<file path="src/rtl/puf_result_packer.sv">
// PUF result packer: serial response bits to MSB-first bytes,
// written sequentially into the result memory.
module puf_result_packer #(
  parameter int ADDR_WIDTH = 13,
  parameter int MAX_BYTES  = 8192
) (
  input  logic                  clk,
  input  logic                  reset_n,
  input  logic                  start,
  input  logic [ADDR_WIDTH:0]   byte_count,
  input  logic                  abort,
  input  logic                  bit_valid,
  input  logic                  bit_data,
  output logic                  bit_ready,
  output logic                  mem_we,
  output logic [ADDR_WIDTH-1:0] mem_waddr,
  output logic [7:0]            mem_din,
  output logic                  busy,
  output logic                  done,
  input  logic                  done_clear,
  output logic [ADDR_WIDTH:0]   bytes_written,
  output logic [ADDR_WIDTH+3:0] ones_count
);

  typedef enum logic [1:0] {
    S_IDLE,
    S_COLLECT,
    S_WRITE,
    S_DONE
  } state_t;

  localparam logic [ADDR_WIDTH:0] MAXB =
    (ADDR_WIDTH+1)'(MAX_BYTES);

  state_t                  state_q;
  state_t                  state_d;
  logic [ADDR_WIDTH:0]     target_q;
  logic [2:0]              bit_cnt_q;
  logic [6:0]              shreg_q;
  logic [ADDR_WIDTH-1:0]   wr_ptr_q;
  logic [ADDR_WIDTH:0]     tgt_clamp;
  logic [ADDR_WIDTH:0]     bw_inc;
  logic [ADDR_WIDTH+3:0]   ones_inc;
  logic                    xfer;
  logic                    last_bit;
  logic                    wr_last;

  // Clamp the requested length to the memory capacity
  always_comb begin
    tgt_clamp = byte_count;
    if (byte_count > MAXB) tgt_clamp = MAXB;
  end

  // Transfer decode and counter increments
  always_comb begin
    xfer     = bit_valid & bit_ready;
    last_bit = xfer & (bit_cnt_q == 3'd7);
    bw_inc   = bytes_written + 1'b1;
    wr_last  = (bw_inc == target_q);
    ones_inc = ones_count
             + {{(ADDR_WIDTH+3){1'b0}}, bit_data};
  end

  // State register
  always_ff @(posedge clk or negedge reset_n) begin
    if (!reset_n) state_q <= S_IDLE;
    else          state_q <= state_d;
  end

  // Next-state logic
  always_comb begin
    state_d = state_q;
    unique case (state_q)
      S_IDLE: begin
        if (start) begin
          if (tgt_clamp == '0) state_d = S_DONE;
          else                 state_d = S_COLLECT;
        end
      end
      S_COLLECT: begin
        if (abort)         state_d = S_DONE;
        else if (last_bit) state_d = S_WRITE;
      end
      S_WRITE: begin
        if (abort || wr_last) state_d = S_DONE;
        else                  state_d = S_COLLECT;
      end
      S_DONE: begin
        if (done_clear) state_d = S_IDLE;
      end
      default: state_d = S_IDLE;
    endcase
  end

  // Status flags decoded straight from the state register
  always_comb begin
    bit_ready = (state_q == S_COLLECT);
    busy      = (state_q == S_COLLECT)
              | (state_q == S_WRITE);
    done      = (state_q == S_DONE);
  end

  // Capture datapath: shift, count, and memory write port
  always_ff @(posedge clk or negedge reset_n) begin
    if (!reset_n) begin
      target_q      <= '0;
      bit_cnt_q     <= '0;
      shreg_q       <= '0;
      wr_ptr_q      <= '0;
      mem_we        <= 1'b0;
      mem_waddr     <= '0;
      mem_din       <= '0;
      bytes_written <= '0;
      ones_count    <= '0;
    end else begin
      unique case (state_q)
        S_IDLE: begin
          if (start) begin
            target_q      <= tgt_clamp;
            bit_cnt_q     <= '0;
            shreg_q       <= '0;
            wr_ptr_q      <= '0;
            bytes_written <= '0;
            ones_count    <= '0;
          end
        end
        S_COLLECT: begin
          if (xfer) begin
            shreg_q    <= {shreg_q[5:0], bit_data};
            ones_count <= ones_inc;
            bit_cnt_q  <= bit_cnt_q + 3'd1;
            if (last_bit && !abort) begin
              mem_we    <= 1'b1;
              mem_din   <= {shreg_q, bit_data};
              mem_waddr <= wr_ptr_q;
              bit_cnt_q <= '0;
            end
          end
        end
        S_WRITE: begin
          mem_we        <= 1'b0;
          wr_ptr_q      <= wr_ptr_q + 1'b1;
          bytes_written <= bw_inc;
        end
        S_DONE: begin
          mem_we <= 1'b0;
        end
        default: mem_we <= 1'b0;
      endcase
    end
  end

endmodule
</file>
<file path="config.mk">
export PLATFORM = sky130hd
export DESIGN_NAME = puf_result_packer
export DESIGN_NICKNAME = d
export VERILOG_FILES = /design/src/rtl/puf_result_packer.sv
export SDC_FILE = /design/constraint.sdc
export NUM_CORES = 1
export LEC_CHECK = 0
export BUFFER_PORTS_ARGS = -buffer_cell sky130_fd_sc_hd__buf_4
export CORE_AREA = 2 2 105 107
export DETAILED_ROUTE_END_ITERATION = 12
export DIE_AREA = 0 0 107 109
export GPL_ROUTABILITY_DRIVEN = 0
export GPL_TIMING_DRIVEN = 0
export PLACE_DENSITY = 0.63
export SLEW_MARGIN = 20
export SYNTH_ARGS = -nofsm -noshare
export SYNTH_HDL_FRONTEND = slang
export SYNTH_SLANG_ARGS = --single-unit
</file>
<file path="constraint.sdc">
create_clock -name clk -period 3.2 [get_ports clk]
set_input_delay 0.48 -clock clk [delete_from_list [all_inputs] [get_ports clk]]
set_output_delay 0.48 -clock clk [all_outputs]
set_load 0.02 [all_outputs]
</file>
# Word-level counts from Yosys, hierarchy flattened

Cells that the tools add are included.

Register bits: 92
Input port bits: 21
Output and inout bits: 56
Word-level logic and storage cells: 68

Add/sub/neg operators: 4
$lt $le $gt $ge: 1
Eq/ne operators: 10
Multiplexer cells: 25
Bitwise operators: 3
Reductions and logical operators: 15

Operator list:

| cell                                                   | number |
|---|---|
| 2-to-1 mux 17 bit                                      | 2 |
| one-hot mux 17 bit (2 select lines)                    | 1 |
| 2-to-1 mux 14 bit                                      | 2 |
| one-hot mux 14 bit (2 select lines)                    | 1 |
| one-hot mux 13 bit (2 select lines)                    | 1 |
| adder 17 x 1 -> 17 bit                                 | 1 |
| adder 14 x 1 -> 14 bit (second input constant)         | 1 |
| == test 14 bit                                         | 1 |
| greater-than comparator 14 bit (second input constant) | 1 |
| zero test 14 bit                                       | 1 |
| 2-to-1 mux 7 bit                                       | 2 |
| one-hot mux 7 bit (2 select lines)                     | 1 |
| adder 13 x 1 -> 13 bit (second input constant)         | 1 |
| 2-to-1 mux 13 bit                                      | 1 |
| 2-to-1 mux 2 bit                                       | 6 |
| AND reduction 3 bit                                    | 4 |
| 2-to-1 mux 3 bit                                       | 3 |
| one-hot mux 2 bit (4 select lines)                     | 1 |
| != test 2 x 1 -> 1 bit (second input constant)         | 3 |
| one-hot mux 3 bit (2 select lines)                     | 1 |
| nonzero test 2 bit                                     | 3 |
| == test 2 bit (second input constant)                  | 2 |
| AND reduction 2 bit                                    | 2 |
| adder 3 x 1 -> 3 bit (second input constant)           | 1 |
| 13 further kinds                                       | 15 |

# Longest topological paths before layout

Depth after elaboration: 7
Depth in mapped cells: 9
Gate-level depth less buffers: 8

# Least setup slack after synthesis

No wires, ideal clock.

Path kind: reg2reg
Start: register state_q[1]
End: register ones_count[13]
Setup time: 132 ps
Data arrival time: 1997 ps
Setup slack: 1071 ps
Stages on the path, launching flop included: 9
Period minus slack after synthesis: 2129 ps
Cells stage by stage: dfrtp_1 > inv_1 > ha_1 > mux2_2 > nand2_1 > nor4_1 > nand3_1 > xor2_1 > nor2_1

Longest elaborated chain between the ends: 4

RTL lines:

| element                                 | RTL line | source |
|---|---|---|
| start: declaration                      | 35       | `state_t state_q;` |
| start signal: assignment                | 67       | `else state_q <= state_d;` |
| == test 2 x 1 -> 1 bit (*)              | 97       | `bit_ready = (state_q == S_COLLECT);` |
| named net bit_ready                     | 14       | `output logic bit_ready,` |
| AND 1 bit                               | 56       | `xfer = bit_valid & bit_ready;` |
| != test 2 x 1 -> 1 bit (no source line) | -        |  |
| AND reduction 3 bit (no source line)    | -        |  |
| end signal: assignment                  | 130      | `ones_count <= ones_inc;` |
| end: declaration                        | 22       | `output logic [ADDR_WIDTH+3:0] ones_count` |

The timed path passes the listed nets; every way through them passes the cells marked *.
A chain may end at the register's enable or synchronous reset.

# Worst setup path in the final report

Start: register state_q[0]
End: register ones_count[11]

Longest elaborated chain between the ends: 4

RTL lines:

| element                                 | RTL line |
|---|---|
| == test 2 x 1 -> 1 bit                  | 97, 116 |
| AND 1 bit                               | 56 |
| != test 2 x 1 -> 1 bit (no source line) | - |
| AND reduction 3 bit (no source line)    | - |

Parallel ways exist; a longest one is shown, timed or not.

==> impl_metrics.csv <==
group,metric,value,unit
synth,syn_avg_cell_area,9.99,sq um
floorplan,num_io_pins,77,
floorplan,initial_utilization,0.435,
floorplan,die_h,109,um
grt,grt_pass1_vias,3574,
detailed_routing,ant_nets,0,
timing,finalMaxSlewViolations,0,
clock_tree,cts.sinks,92,
synth,synth_edf_count,0,
timing,rsz0062_at_grt,"false",
clock_tree,cts_buffers,9,
floorplan,placementRows,38,
setup_path,crit_type,"reg -> reg",
setup_path,crit_required,3450,ps
synth,async_reset_ff_frac,1.00,
synth,synth-main-ff-cell,"dfrtp_1",
detailed_routing,dr.first_iter.drc_count,247,
timing,clock_skew,9.00,ps
detailed_routing,vias_per_cell,5.36,
clock_tree,cts_hold_buf,0,
timing,finalSetupViolCount,0,
grt,grt_use_total,0.194,
power_and_ir_drop,power.density,615,nW/um^2
final_layout,drive_gt1_frac,0.221,
timing,setup_tns,0,ps
final_layout,syn_to_final_growth,19.9,%
setup_path,cp-end-kind,"flip-flop",
setup_path,reg2reg_depth,9,
setup_path,worstPathMaxFanout,10,
worst_hold_path,min_path_type,"in -> async",
final_layout,n_antenna_cell,0,
final_layout,final_cell_mix,"dfrtp_1 (92), buf_4 (74), nand2_1 (56), nor2_1 (38), o21ai_0 (33)",
timing,min_period,2480,ps
timing,max_slew_margin,0.429,
setup_path,start_kind,"flip-flop",
grt,grt_pass1_wl,17700,um
detailed_routing,vias,3712,
job,cap_violations,0,
setup_path,cp-startpoint,"state_q[0]$_DFFE_PN0P_",
synth,ys_seq_elements,92,
synth,synth_area,4610,sq um
power_and_ir_drop,power,0.00340,W
setup_path,crit_end,"ones_count[11]$_DFFE_PN0P_",
timing,timing.fmax,404,MHz
grt,grt_max_degree,93,
clock_tree,cts_root_buf,"clkbuf_8",
clock_tree,cts_setup_buffers,0,
clock_tree,clk_pin_slew,90,ps
synth,yosys_warnings,0,
setup_path,r2r_end,"ones_count[11]$_DFFE_PN0P_",
power_and_ir_drop,vdd_drop_max,277,uV
timing,hold_violations,0,
place,port_buffers,75,
power_and_ir_drop,p_leak,2.63,nW
setup_path,rrSetupSlack,720,ps
synth,synth-seq-area-share,0.499,
clock_tree,cts_resized,0,
detailed_routing,routedWlPerCell,15.4,um
synth,syn_nets,493,
setup_path,arrival,2720,ps
floorplan,core,10600,sq um
clock_tree,cts_max_path_buffers,2,
status,outcome,"finished clean",
final_layout,fin_nets,579,
floorplan,die_w,107,um
synth,synthCells,462,
clock_tree,htreeDepth,3,
floorplan,die_area,11700,sq um
timing,worst-slew-pin-transition,856,ps
clock_tree,clkLatencyLatePin,370,ps
grt,grt_overflow,0,
place,dpl.hpwl,7720,um
detailed_routing,wirelength,10700,um
setup_path,r2r-start,"state_q[0]$_DFFE_PN0P_",
clock_tree,cts_tree,"built",
detailed_routing,dr.pass1.iters,4,
grt,antenna_found_initial,0,
final_layout,final_common_cell,"dfrtp_1",
detailed_routing,route.detailed.drc,0,
timing,period_share,0.774,
synth,synth_cell_type_count,44,
cell usage after synthesis, drive strengths merged (5+ instances only):
master  number  area, sq um
nor3         6         30.0
nand2       56          210
dfrtp       92         2300
clkbuf      13         48.8
inv          7         26.3
a21oi       13         65.1
xnor2       13          114
mux2        25          282
xor2        24          210
nand2b      11         68.8
nor2        38          143
and3         6         37.5
nand3       30          150
o41ai        5         43.8
or3          5         31.3
buf          8         41.3
nand4       10         68.8
ha          10          125
a22o        11         96.3
o21ai       34          170
layer usage:
metal | vias to the layer above | global-route usage | wire length [um]
met2 | 78 | 0.305 | 5020
met1 | 1796 | 0.275 | 5050
li1 | 1827 | - | -
met3 | 11 | 0.0233 | 405
met4 | 0 | 0.0779 | 181
met5 | - | 0 | 0
worst min-delay path by stage:
stage                                      start                      endpoint  slack [ps]
after floorplan                          reset_n      bit_cnt_q[0]$_DFFE_PN0P_         180
after global placement    shreg_q[6]$_DFFE_PN0P_        shreg_q[6]$_DFFE_PN0P_         460
after detailed placement  shreg_q[6]$_DFFE_PN0P_        shreg_q[6]$_DFFE_PN0P_         460
after CTS                                reset_n  bytes_written[3]$_DFFE_PN0P_         220
after global routing                     reset_n     mem_waddr[11]$_DFFE_PN0P_         240
final                                    reset_n     mem_waddr[11]$_DFFE_PN0P_         160
registers in the layout, summed over array words and instances, names as in the netlist:
register,cells
shreg_q,7
ones_count,17
bit_cnt_q,3
state_q,2
wr_ptr_q,13
mem_we,1
mem_waddr,13
target_q,14
mem_din,8
bytes_written,14
worst max-delay path, stage by stage (launching register included):
cell and delay (ps):
dfrtp_1 400, inv_1 100, ha_1 200, buf_2 170, nand2b_1 200, nand2_1 170
nor4_1 710, nand3_1 180, xor2_1 170, nor2_1 60
layout make-up:
type / count / area [sq um]
Tap cell: 140 / 175
Sequential cell: 92 / 2300
Timing Repair Buffer: 75 / 567
Multi-Input combinational cell: 342 / 2190
Inverter: 7 / 26.3
Fill cell: 995 / 5070
Clock buffer: 11 / 141
Clock inverter: 5 / 36.3
Buffer: 21 / 90.1
power by group:
group	leakage, nW	switching [W]	total [W]	internal, W
logic	1.29	0.000721	0.00118	0.000457
clock network	0.0820	0.000425	0.000730	0.000305
registers	1.26	0.000178	0.00150	0.00132
total	2.63	0.00132	0.00340	0.00208
through the flow:
| stage | hold slack (ps) | std cells | cell area (sq um) | util | worst slack (ps) |
|---|---|---|---|---|---|
| 2_1_floorplan | 184 | 462 | 4610 | - | 1070 |
| 3_3_place_gp | 458 | 677 | 5350 | 0.505 | 814 |
| 3_5_place_dp | 461 | 677 | 5360 | 0.505 | 746 |
| 4_1_cts | 219 | 693 | 5530 | 0.522 | 719 |
| 5_1_grt | 236 | 693 | 5530 | 0.522 | 437 |
| 6_report | 159 | 693 | 5530 | 0.522 | 724 |
kinds of logic after synthesis:
| family | Yosys count | share of synthesized area |
|---|---|---|
| buffers and inverters | 28 | 0.0252 |
| XOR/XNOR | 37 | 0.0702 |
| multiplexers | 25 | 0.0610 |
| AND/OR/NAND/NOR | 182 | 0.191 |
| AO/OA/AOI/OAI | 88 | 0.126 |
| adder cells (fa/ha/maj) | 10 | 0.0271 |
| flip-flops | 92 | 0.499 |
Note: power is estimated with default switching activity, not from simulation.
